File: src/rtl/mdr_mem_ctrl.sv
//==============================================================================
// Module  : mdr_mem_ctrl
// Brief   : Memory data register with a req/ack handshake to main RAM.
//           Captures bus data for stores, runs one read or write per command
//           and returns the fetched word to the bus.
// Option  : MDR_TIMEOUT_EN adds an ack-wait timeout with a sticky err flag.
// Revision: 1.0 - initial release
//==============================================================================
`default_nettype none

module mdr_mem_ctrl #(
  parameter int DATA_W  = 32,
  parameter int ADDR_W  = 9,
  parameter int TIMEOUT = 15
) (
  input  logic              clk,
  input  logic              clr,
  input  logic              MDRin,
  input  logic              read,
  input  logic              write,
  input  logic [DATA_W-1:0] bus_in,
  input  logic [ADDR_W-1:0] mar_addr,
  output logic [DATA_W-1:0] mdr_q,
  output logic              mem_req,
  output logic              mem_we,
  output logic [ADDR_W-1:0] mem_addr,
  output logic [DATA_W-1:0] mem_wdata,
  input  logic [DATA_W-1:0] mem_rdata,
  input  logic              mem_ack,
  output logic              busy,
  output logic              done,
  output logic              err
);

  typedef enum logic [1:0] {
    S_IDLE = 2'd0,
    S_RD   = 2'd1,
    S_WR   = 2'd2,
    S_DONE = 2'd3
  } state_t;

  state_t            r_state, w_state_nxt;
  logic [DATA_W-1:0] r_mdr,   w_mdr_nxt;
  logic              r_req,   w_req_nxt;
  logic              r_we,    w_we_nxt;
  logic [ADDR_W-1:0] r_addr,  w_addr_nxt;

`ifdef MDR_TIMEOUT_EN
  // The counter hits TIMEOUT on the edge that follows this value.
  localparam logic [7:0] c_cnt_last = 8'(TIMEOUT - 1);

  logic [7:0] r_cnt, w_cnt_nxt;
  logic       r_err, w_err_nxt;
`endif

  // State register and datapath registers; clr clears everything at once.
  always_ff @(posedge clk or posedge clr) begin
    if (clr) begin
      r_state <= S_IDLE;
      r_mdr   <= '0;
      r_req   <= 1'b0;
      r_we    <= 1'b0;
      r_addr  <= '0;
`ifdef MDR_TIMEOUT_EN
      r_cnt   <= 8'd0;
      r_err   <= 1'b0;
`endif
    end else begin
      r_state <= w_state_nxt;
      r_mdr   <= w_mdr_nxt;
      r_req   <= w_req_nxt;
      r_we    <= w_we_nxt;
      r_addr  <= w_addr_nxt;
`ifdef MDR_TIMEOUT_EN
      r_cnt   <= w_cnt_nxt;
      r_err   <= w_err_nxt;
`endif
    end
  end

  // Next-state and next-register logic for the transaction sequencer.
  always_comb begin
    w_state_nxt = r_state;
    w_mdr_nxt   = r_mdr;
    w_req_nxt   = r_req;
    w_we_nxt    = r_we;
    w_addr_nxt  = r_addr;
`ifdef MDR_TIMEOUT_EN
    w_cnt_nxt   = r_cnt;
    w_err_nxt   = r_err;
`endif
    case (r_state)
      S_IDLE: begin
        // A read overwrites the MDR later, so a coincident load is dropped.
        if (MDRin && !read) begin
          w_mdr_nxt = bus_in;
        end
        if (read || write) begin
          w_state_nxt = read ? S_RD : S_WR;
          w_we_nxt    = !read;
          w_req_nxt   = 1'b1;
          w_addr_nxt  = mar_addr;
`ifdef MDR_TIMEOUT_EN
          w_cnt_nxt   = 8'd0;
          w_err_nxt   = 1'b0;
`endif
        end
      end
      S_RD, S_WR: begin
        // An ack always beats a timeout landing on the same edge.
        if (mem_ack) begin
          if (r_state == S_RD) begin
            w_mdr_nxt = mem_rdata;
          end
          w_req_nxt   = 1'b0;
          w_state_nxt = S_DONE;
        end
`ifdef MDR_TIMEOUT_EN
        else if (r_cnt == c_cnt_last) begin
          w_cnt_nxt   = r_cnt + 8'd1;
          w_req_nxt   = 1'b0;
          w_err_nxt   = 1'b1;
          w_state_nxt = S_DONE;
        end else begin
          w_cnt_nxt   = r_cnt + 8'd1;
        end
`endif
      end
      S_DONE: begin
        w_state_nxt = S_IDLE;
      end
      default: begin
        w_state_nxt = S_IDLE;
      end
    endcase
  end

  assign mdr_q     = r_mdr;
  assign mem_wdata = r_mdr;
  assign mem_req   = r_req;
  assign mem_we    = r_we;
  assign mem_addr  = r_addr;
  assign busy      = (r_state != S_IDLE);
  assign done      = (r_state == S_DONE);

`ifdef MDR_TIMEOUT_EN
  assign err = r_err;
`else
  // Without the timeout option the limit has no consumer.
  logic w_unused_timeout;
  assign w_unused_timeout = ^32'(TIMEOUT);
  assign err = 1'b0;
`endif

endmodule

`default_nettype wire
File: config.mk
export PLATFORM = sky130hd
export DESIGN_NAME = mdr_mem_ctrl
export DESIGN_NICKNAME = d
export VERILOG_FILES = /design/src/rtl/mdr_mem_ctrl.sv
export SDC_FILE = /design/constraint.sdc
export NUM_CORES = 1
export LEC_CHECK = 0
export ABC_AREA = 1
export BUFFER_PORTS_ARGS = -buffer_cell sky130_fd_sc_hd__buf_2
export CORE_ASPECT_RATIO = 1.4
export CORE_MARGIN = 3
export CORE_UTILIZATION = 39
export CTS_CLUSTER_SIZE = 24
export DETAILED_ROUTE_END_ITERATION = 8
export GPL_ROUTABILITY_DRIVEN = 0
export GPL_TIMING_DRIVEN = 0
export PLACE_DENSITY_LB_ADDON = 0.3
export SETUP_SLACK_MARGIN = 0.2
export SYNTH_ARGS = -nofsm -noshare
export SYNTH_HDL_FRONTEND = slang
export SYNTH_SLANG_ARGS = --single-unit
File: constraint.sdc
create_clock -name clk -period 1.6 [get_ports clk]
set_input_delay 0.08 -clock clk [delete_from_list [all_inputs] [get_ports clk]]
set_output_delay 0.08 -clock clk [all_outputs]
set_load 0.005 [all_outputs]
# == Word level (Yosys, flattened, before mapping) ==
# Index checks and enable logic that the tools add are counted.
# word_totals
reg_bits,45
inputBits,79
output_inout_bits,78
word_cells,34
# classes
eq_ne,7
n_mux,11
n_reduce_logical,11
# op_table
cell,n
2-to-1 mux 32 bit,3
one-hot mux 32 bit (2 select lines),1
"inequality test 2 bit, second input constant",4
2-to-1 mux 2 bit,3
one-hot mux 2 bit (3 select lines),1
"equality test 2 bit, second input constant",2
AND reduction 2 bit,2
AND reduction 4 bit,1
nonzero test 2 bit,2
AND reduction 3 bit,1
"equality test 2 x 1 -> 1 bit, second input constant",1
zero test 2 bit,1
2-to-1 mux 1 bit,2
one-hot mux 1 bit (2 select lines),1
OR reduction 2 bit,1
logical AND 1 bit,1
zero test 1 bit,1
logical OR 1 bit,1

# == Depth between registers and ports, before layout ==
# Gate-level depths: netlist (run 1).
# logic_depth
ltp_word,4
depth_mapped,10
ltp_nobuf,8

# == Worst setup path after synthesis (run 1) ==
# Ideal clock, no wire load.
# synth_timing
path_kind,reg-to-reg
startpoint,register r_state[0]
endpoint,"register r_mdr[0], in the netlist mdr_q[0]"
setup_ns,0.116
arrival_time_ns,1.384
t_required_ns,1.484
slack_ns,0.100
path_stages_with_launch,11
n_path_buf,2
synth_period_minus_slack_ns,1.500
cell_sequence,dfrtp_1 inv_1 ha_1 buf_4 inv_4 nand2_2 nand2_2 nor2_8 buf_6 nand2_1 nand2_1
# synth_via
elab_chain_cells,4
word_cells_on_any_way,10
classes_between,eq/ne (5); mux (1); reduce/logical (4)
# synth_rtl
element,line,text
from (decl),42,"state_t r_state, w_state_nxt;"
from (signal assigned),69,r_state <= w_state_nxt;
equality test 2 x 1 -> 1 bit / equality test 2 bit (equally long branches),"92, 112",
OR reduction 2 bit,92,case (r_state)
inequality test 2 bit (no line) / nonzero test 2 bit (equally long branches),-,
AND reduction 4 bit (no line),-,
to (signal assigned),70,r_mdr <= w_mdr_nxt;
to (decl),43,"logic [DATA_W-1:0] r_mdr, w_mdr_nxt;"
# Several ways; a longest one is shown, not always the timed one.
# A chain may end at the register's enable or synchronous reset.

# == Worst setup path in the final report (run 1) ==
# layout_timing
startpoint,register r_state[0]
endpoint,"register r_mdr[11], in the netlist mdr_q[11]"
# Same word-level chain as after synthesis.

==> results.md, run 1 <==
- CTS max path bufs: 2
- Antenna violations before repair: 0
- WL final: 7130 um
- Final Hold Fails: 0
- DRT Pass-1 Iters: 4
- Gate Count Post-Synth: 361
- Vias per Instance: 4.44
- Die H: 102 um
- Worst slew pin tran: 0.523 ns
- Min Hold Slack: 0.0189 ns
- Yosys reg bits: 45
- Kind of critical path: register to register
- Worst path required time: 1.84 ns
- Rel. slew slack: 0.651
- Worst R2R Setup Slack: 0.06 ns
- Pins over their slew limit: 0
- Total number of yosys warnings: 0
- Root Driver: clkbuf_8
- Syn_nets: 444
- Share of cells above drive strength 1: 0.441
- Clk_lat worst skew: 0.30 ns
- Max cap viols: 0
- Netlist cell types: 18
- FMAX: 0.650 GHz
- Worst Skew: 0.00869 ns
- Outcome: finished, final reports clean
- Global-route wire length before repair: 11100 um
- CP endpoint: mdr_q[11]
- Largest net degree at the start of global routing: 24
- Remaining antenna violation count after routing: 0
- Io pins: 157
- Routed via count: 2684
- Drt drc: 0
- PnR Total Power: 0.00891 W
- Starting Density: 0.407
- Area growth syn-to-layout: 46.1%
- Area after DPL: 3510 sq um
- Lkg Pwr: 2.39 nW
- Hpwl dp: 5410 um
- Number of I/O port buffers: 155
- RSZ-0062 raised after global routing: true
- CP Launch Type: register
- TritonCTS Buffers: 5
- Pre-CTS setup slack: -0.139 ns
- R2r worst-path depth: 10
- Number of global-route vias before repair: 2526
- Grt ovf: 0
- Register area share after synthesis: 0.440
- Layout Utilization: 0.594
- Core Area: 6300 sq um
- Crit path from: r_state[0]
- Die ar.: 7590 sq um
- Final nets: 616
- Total track usage: 0.187
- Routed wire per std cell: 11.8 um
- Design Area, Final: 3740 sq um
- Mapped cell area: 2560 sq um
- PD cells: 2380 nW/um^2
- Sink Count: 45
- Worst-path clk slew: 0.08 ns
- Crit path capture type: register
- FF-to-FF End: mdr_q[11]
- Fin crit share: 0.961
- Avg Synthesized Cell Area: 7.09 sq um
- Worst setup margin: 0.0618 ns
- HP Class: input port to register
- CTS tree: built
- R2R Path Start: r_state[0]
- CP arrival: 1.78 ns
- Initial DRC Count: 93
- Antenna diodes: 0
- CP Max Fanout: 10
- Die Width: 74.5 um
- Site row count: 34
- Crit path time final: 1.54 ns
- H-tree Lvls: 2
- Peak VDD IR: 1310 uV
- Final setup vio count: 0
==> cells in the final DEF, fill, tap and decap left out, types with 4 or more instances in the layout <==
master,synthesis,routed
nand3_1,10,10
nand2_1,227,223
buf_6,3,9
o21ai_0,4,4
buf_2,7,158
buf_4,35,41
inv_2,2,5
inv_1,10,7
clkbuf_8,0,6
dfrtp_1,45,45
==> worst min path at each step <==
stage                start          end  slack, ns  cells after the start
2_1_floorplan  mar_addr[0]  mem_addr[0]       0.22                      2
3_3_place_gp   mar_addr[1]  mem_addr[1]       0.32                      3
3_5_place_dp           clr  mem_addr[5]       0.16                      2
4_1_cts        mar_addr[1]  mem_addr[1]       0.01                      3
5_1_grt        mar_addr[8]  mem_addr[8]       0.02                      3
6_report       mar_addr[1]  mem_addr[1]       0.02                      3
==> metal layers <==
layer,GRT usage,vias to the layer above,part of all wire
li1,-,1384,-
met1,0.221,1211,0.41
met2,0.334,85,0.53
met3,0.0404,4,0.060
met4,0.0548,0,0.0072
met5,0,-,0
==> what timing repair did <==
item | CTS | global route
cloned | 1 | 0
buffers inserted | 6 | 1
endpoints found under the hold margin | 22 | 0
gates resized for setup | 13 | 9
endpoints found under the setup margin | 44 | 44
pin swaps | 0 | 3
hold buffers | 1 | 0
==> cell type report <==
class                           instances  area, sq um
Fill cell                             594         2550
Tap cell                               72         90.1
Sequential cell                        45         1130
Clock buffer                            7         86.3
Buffer                                 48          384
Inverter                               13         56.3
Timing Repair Buffer                  165          881
Multi-Input combinational cell        255         1120
==> synth_stat cells <==
| master | n | share of area |
|---|---|---|
| o21ai_0 | 4 | 0.0078 |
| nand3_2 | 1 | 0.0039 |
| dfrtp_1 | 45 | 0.44 |
| buf_4 | 35 | 0.10 |
| ha_1 | 4 | 0.020 |
| buf_2 | 7 | 0.014 |
| inv_4 | 1 | 0.0024 |
| clkbuf_1 | 3 | 0.0044 |
| nor2_8 | 1 | 0.0078 |
| nor2_1 | 3 | 0.0044 |
| a21oi_1 | 1 | 0.0020 |
| nand3_1 | 10 | 0.020 |
| buf_6 | 3 | 0.013 |
| conb_1 | 1 | 0.0015 |
| nand2_1 | 227 | 0.33 |
| inv_1 | 10 | 0.015 |
| nand2_2 | 3 | 0.0073 |
| inv_2 | 2 | 0.0029 |
==> kinds of logic after synthesis <==
logic type                 count (synthesis)  share of synthesized area
and+or+nand+nor                          245                      0.376
buffers and inverters                     61                      0.154
DFF                                       45                      0.440
AOI/OAI and AO/OA                          5                    0.00977
adders and majority gates                  4                     0.0195
other                                      1                    0.00146
==> registers in the layout, summed over array words and instances, names as in the netlist <==
signal and cells:
mem_we 1, r_state 2, mem_addr 9, mem_req 1, mdr_q 32
==> power by group <==
group	internal, W	switching (W)
logic	0.00287	0.00323
registers	0.00172	0.000377
clock network	0.000343	0.000373
==> worst max-delay path: stages (launching register included) <==
cell and delay, ns:
dfrtp_1 0.40, inv_2 0.07, ha_4 0.27, buf_8 0.13, inv_8 0.05, nand2_8 0.07
nand2_8 0.06, nor2_8 0.15, buf_6 0.16, nand2_1 0.05, nand2_1 0.06
==> through the flow <==
| step | std cells | setup TNS (ns) |
|---|---|---|
| 6_report | 605 | 0 |
| 5_1_grt | 605 | -0.305 |
| 4_1_cts | 604 | 0 |
| 3_5_place_dp | 589 | -1.49 |
| 3_3_place_gp | 588 | -7.05 |
| 2_1_floorplan | 361 | 0 |
(Power assumes the default switching activity.)
==> run 2, diff against run 1 <==
Settings changed: CORE_UTILIZATION 39 to 47.
Clock period 1.6 ns to 1.9 ns, I/O delays scaled along.
==> results.md, run 2 (synthesized netlist as in run 1, its figures left out) <==
- Outcome: finished, final reports clean
- CTS max path bufs: 2
- Hpwl dp: 5330 um
- Final Hold Fails: 0
- CP Max Fanout: 10
- Largest net degree at the start of global routing: 31
- Fin crit share: 0.855
- Setup_tns: 0 ns
- Hold Startpoint: mar_addr[1]
- Gr busiest metal: met2
- Slowest CP cell: dfrtp_1
- DRT Pass-1 Iters: 4
- Drt drc: 0
- FF-to-FF End: mdr_q[1]
- Die ar.: 6380 sq um
- Met2 usage: 0.386
- Crit path time final: 1.63 ns
- Starting Density: 0.489
- Share of cells above drive strength 1: 0.432
- Total track usage: 0.211
- Routed via count: 2736
- Met3 Usage GRT: 0.0409
- Worst R2R Setup Slack: 0.27 ns
- Commonest non-fill, non-tap cell in the layout: nand2_1
- Worst path required time: 2.13 ns
- Core Area: 5240 sq um
- Global-route wire length before repair: 10700 um
- CP arrival: 1.86 ns
- Final nets: 615
- Antenna diodes: 0
- Site row count: 31
- Max cap viols: 0
- TritonCTS Buffers: 5
- Pre-CTS setup slack: 0.198 ns
- Area growth syn-to-layout: 43.2%
- CP max stage delay: 0.39 ns
- Number of global-route vias before repair: 2484
- Root Driver: clkbuf_8
- Sink Count: 45
- Max reg flops: 32
- Final setup vio count: 0
- Commonest cells after routing, fill and taps aside: 225 x nand2_1, 159 x buf_2, 45 x dfrtp_1
- CP endpoint: mdr_q[1]
- HP Class: input port to register
- Clk_lat worst skew: 0.28 ns
- Die H: 93.3 um
- Die Width: 68.4 um
- Pins over their slew limit: 0
- Worst Skew: 0.00475 ns
- Grt ovf: 0
- RSZ-0062 raised after global routing: true
- Lkg Pwr: 2.38 nW
- Io pins: 157
- CP Launch Type: register
- Crit path from: r_state[1]
- Crit path capture type: register
- Min Hold Slack: 0.0407 ns
- Initial DRC Count: 135
- PD cells: 2000 nW/um^2
- Vias per Instance: 4.57
- Peak VDD IR: 1060 uV
- H-tree Lvls: 2
- Met1 Use GR: 0.238
- Worst-path clk slew: 0.08 ns
- WL final: 6820 um
- FMAX: 0.615 GHz
- Kind of critical path: register to register
- Hold path depth: 3
- Crit-path cells: inv_2 -> ha_1 -> buf_6 -> inv_4 -> nand2_4 -> nand2_4 -> nor2_8 -> buf_4 -> nand2_1 -> nand2_1
- Antenna violations before repair: 0
- Remaining antenna violation count after routing: 0
- Routed wire per std cell: 11.4 um
- R2r worst-path depth: 10
- R2R Path Start: r_state[1]
- Number of I/O port buffers: 155
- CTS tree: built
- Worst setup margin: 0.275 ns
[run 2: changes by cell type in the layout (fill, tap and decap cells not counted), moves of 2 or more]
cell	previous run	this run
buf_6	9	7
nand2_1	223	225
clkbuf_2	1	3
nand2_8	2	0
[run 2: per-stage QoR]
| step | power, W | utilization | std cells | instance area [sq um] |
|---|---|---|---|---|
| after floorplan | 0.00475 | - | 361 | 2560 |
| after global placement | 0.00605 | 0.653 | 582 | 3420 |
| after detailed placement | 0.00619 | 0.657 | 583 | 3440 |
| after CTS | 0.00697 | 0.683 | 593 | 3580 |
| after global routing | 0.00810 | 0.700 | 599 | 3670 |
| final | 0.00733 | 0.700 | 599 | 3670 |
[run 2: worst min-delay path by stage]
stage | to | slack [ns]
detailed placement | mdr_q[14] | 0.10
finish | mem_addr[1] | 0.04
CTS | mem_addr[1] | 0.04
global placement | mem_addr[1] | 0.33
floorplan | mem_addr[0] | 0.24
global route | mem_addr[2] | 0.06
[run 2: what timing repair did]
action	in CTS	in global routing
pin swaps	0	1
setup endpoints to repair	29	31
hold buffers	1	0
gates resized for setup	1	23
gates cloned	0	3
buffers inserted	1	3
hold endpoints to repair	15	0
[run 2: final cells by class]
class	instances	area, sq um
Clock buffer	7	86.3
Inverter	13	51.3
Timing Repair Buffer	164	862
Clock inverter	1	30.0
Sequential cell	45	1130
Fill cell	468	1570
Buffer	48	365
Tap cell	66	82.6
Multi-Input combinational cell	255	1060
[run 2: routing by layer]
layer	part of all wire	up-vias
met2	0.53	117
met1	0.38	1224
met5	0	-
met4	0.013	0
met3	0.073	8
li1	-	1387
[run 2: worst max-delay path: cells and delay by family, from the launching register on]
kind / cells / cell delay [ns]
buffers and inverters: 4 / 0.44
adders and majority gates: 1 / 0.29
and+or+nand+nor: 5 / 0.44
DFF: 1 / 0.39
[run 2: where the power goes]
group          internal (W)  total [W]  switching [W]  leakage (nW)
Combinational       0.00224    0.00482        0.00259          1.76
Clock              0.000429   0.000741       0.000312        0.0585
Sequential          0.00145    0.00177       0.000320         0.564
==> run 3, diff against run 2 <==
Settings changed: CORE_UTILIZATION 47 to 43, SLEW_MARGIN from default to 40.
Clock period 1.9 ns to 1.7 ns, I/O delays scaled along.
==> results.md, run 3 (synthesized netlist as in run 1, its figures left out) <==
- Share of cells above drive strength 1: 0.488
- Peak VDD IR: 1350 uV
- Worst setup margin: 0.105 ns
- Die Width: 71.2 um
- Largest delay contributor family on the critical path: simple AND/OR/NAND/NOR gates
- Grt ovf: 0
- HP Class: input port to register
- Commonest cells after routing, fill and taps aside: 203 x nand2_1, 160 x buf_2, 45 x buf_4, 45 x dfrtp_1, 23 x nand2_2
- Crit-path cells: inv_2 -> ha_4 -> buf_8 -> inv_8 -> nand2_8 -> nand2_8 -> nor2_8 -> buf_6 -> nand2_1 -> nand2_1
- Drt drc: 0
- Crit path time final: 1.60 ns
- Number of I/O port buffers: 155
- Psw: 0.00394 W
- Hold path depth: 3
- Max cap viols: 0
- Hpwl dp: 5380 um
- Final setup vio count: 0
- TritonCTS Buffers: 5
- Slowest CP cell: dfrtp_1
- Worst-path clk slew: 0.08 ns
- WL final: 7020 um
- Total track usage: 0.200
- CP Max Fanout: 8
- Vias per Instance: 4.51
- Layout Utilization: 0.676
- CP Launch Type: register
- RSZ-0062 raised after global routing: true
- Antenna violations before repair: 0
- Die H: 97.3 um
- Clk_lat worst skew: 0.28 ns
- Die ar.: 6930 sq um
- Fillers: 496
- Core Area: 5650 sq um
- Site row count: 32
- Int Power: 0.00475 W
- Area growth syn-to-layout: 49.0%
- Sw Ratio: 0.453
- Pins over their slew limit: 0
- Root Driver: clkbuf_8
- Fin crit share: 0.938
- CP arrival: 1.82 ns
- Final nets: 621
- Min Hold Slack: 0.0369 ns
- Flop pwr share: 0.228
- Outcome: finished, final reports clean
- Final Hold Fails: 0
- Global-route wire length before repair: 11500 um
- Worst path required time: 1.93 ns
- Lkg Pwr: 2.42 nW
- Starting Density: 0.454
- Worst Skew: 0.00593 ns
- CTS tree: built
- CP max stage delay: 0.40 ns
- Clk pwr share: 0.072
- DRT Pass-1 Iters: 5
- WP buf/inv: 4
- Antenna diodes: 0
- Io pins: 157
- H-tree Lvls: 2
- Comb pwr share: 0.701
- CP Depth: 10
- Initial DRC Count: 122
- Number of global-route vias before repair: 2610
- Setup_tns: 0 ns
- PD cells: 2280 nW/um^2
- Pre-CTS setup slack: 0.0114 ns
- CTS max path bufs: 2
- Commonest non-fill, non-tap cell in the layout: nand2_1
- FMAX: 0.627 GHz
- Routed via count: 2736
- Largest net degree at the start of global routing: 26
- Max reg flops: 32
- Crit path capture type: register
- Routed wire per std cell: 11.6 um
- R2r worst-path depth: 10
- Remaining antenna violation count after routing: 0
- Sink Count: 45
- Kind of critical path: register to register
-- run 3: cell count changes in the layout (fill, tap and decap cells not counted), sizes merged --
cell | before | now
clkbuf | 10 | 8
bufinv | 1 | 0
buf | 208 | 215
clkinv | 0 | 2
-- run 3: per-stage QoR --
step	power [W]	cell area, sq um	std cells
floorplan	0.00530	2560	361
global placement	0.00677	3420	584
detailed placement	0.00694	3440	585
CTS	0.00853	3750	604
global route	0.00953	3820	607
finish	0.00869	3820	607
-- run 3: timing repair --
item | in CTS | in global routing
pin swaps | 2 | 4
gates cloned | 3 | 1
hold buffers | 1 | 0
setup buffers | 7 | 2
hold endpoints to repair | 20 | 0
setup endpoints to repair | 34 | 44
resized for setup | 47 | 15
-- run 3: path summary, 6_finish.rpt --
path | startpoint | to | slack (ns)
max | r_state[1] | mdr_q[23] | 0.10
min | mar_addr[1] | mem_addr[1] | 0.04
max reg2reg | r_state[1] | mdr_q[23] | 0.10
min reg2reg | mem_addr[4] | mem_addr[4] | 0.48
max in group asynchronous | clr | mdr_q[22] | 1.00
min in group asynchronous | clr | mdr_q[12] | 0.29
-- run 3: per-layer routing --
layer  vias up  track usage  share of wire
met2        84        0.368           0.54
met5         -            0              0
met3         7       0.0290          0.059
li1       1397            -              -
met4         0       0.0521          0.011
met1      1248        0.237           0.39
-- run 3: worst min-delay path, delay by kind of cell --
kind | cells | cell delay (ns)
buffers and inverters | 1 | 0.07
AND/OR/NAND/NOR | 2 | 0.13
-- run 3: cell type report --
type | instances | area (sq um) | share of cell area
clock inverter | 2 | 10.0 | 0.00262
multi-input combinational | 255 | 1180 | 0.309
timing repair buffer | 170 | 912 | 0.239
inverter | 13 | 58.8 | 0.0154
clock buffer | 6 | 72.6 | 0.0190
buffer | 48 | 374 | 0.0980
sequential | 45 | 1130 | 0.295
tap | 68 | 85.1 | 0.0223
-- run 3: power by group through the flow --
stage	Combinational (W)	Sequential, W	Clock, W
floorplan	0.00331	0.00199	0
finish	0.00609	0.00198	0.000622
detailed placement	0.00494	0.00200	0
global route	0.00679	0.00206	0.000686
global placement	0.00479	0.00198	0
CTS	0.00590	0.00198	0.000643
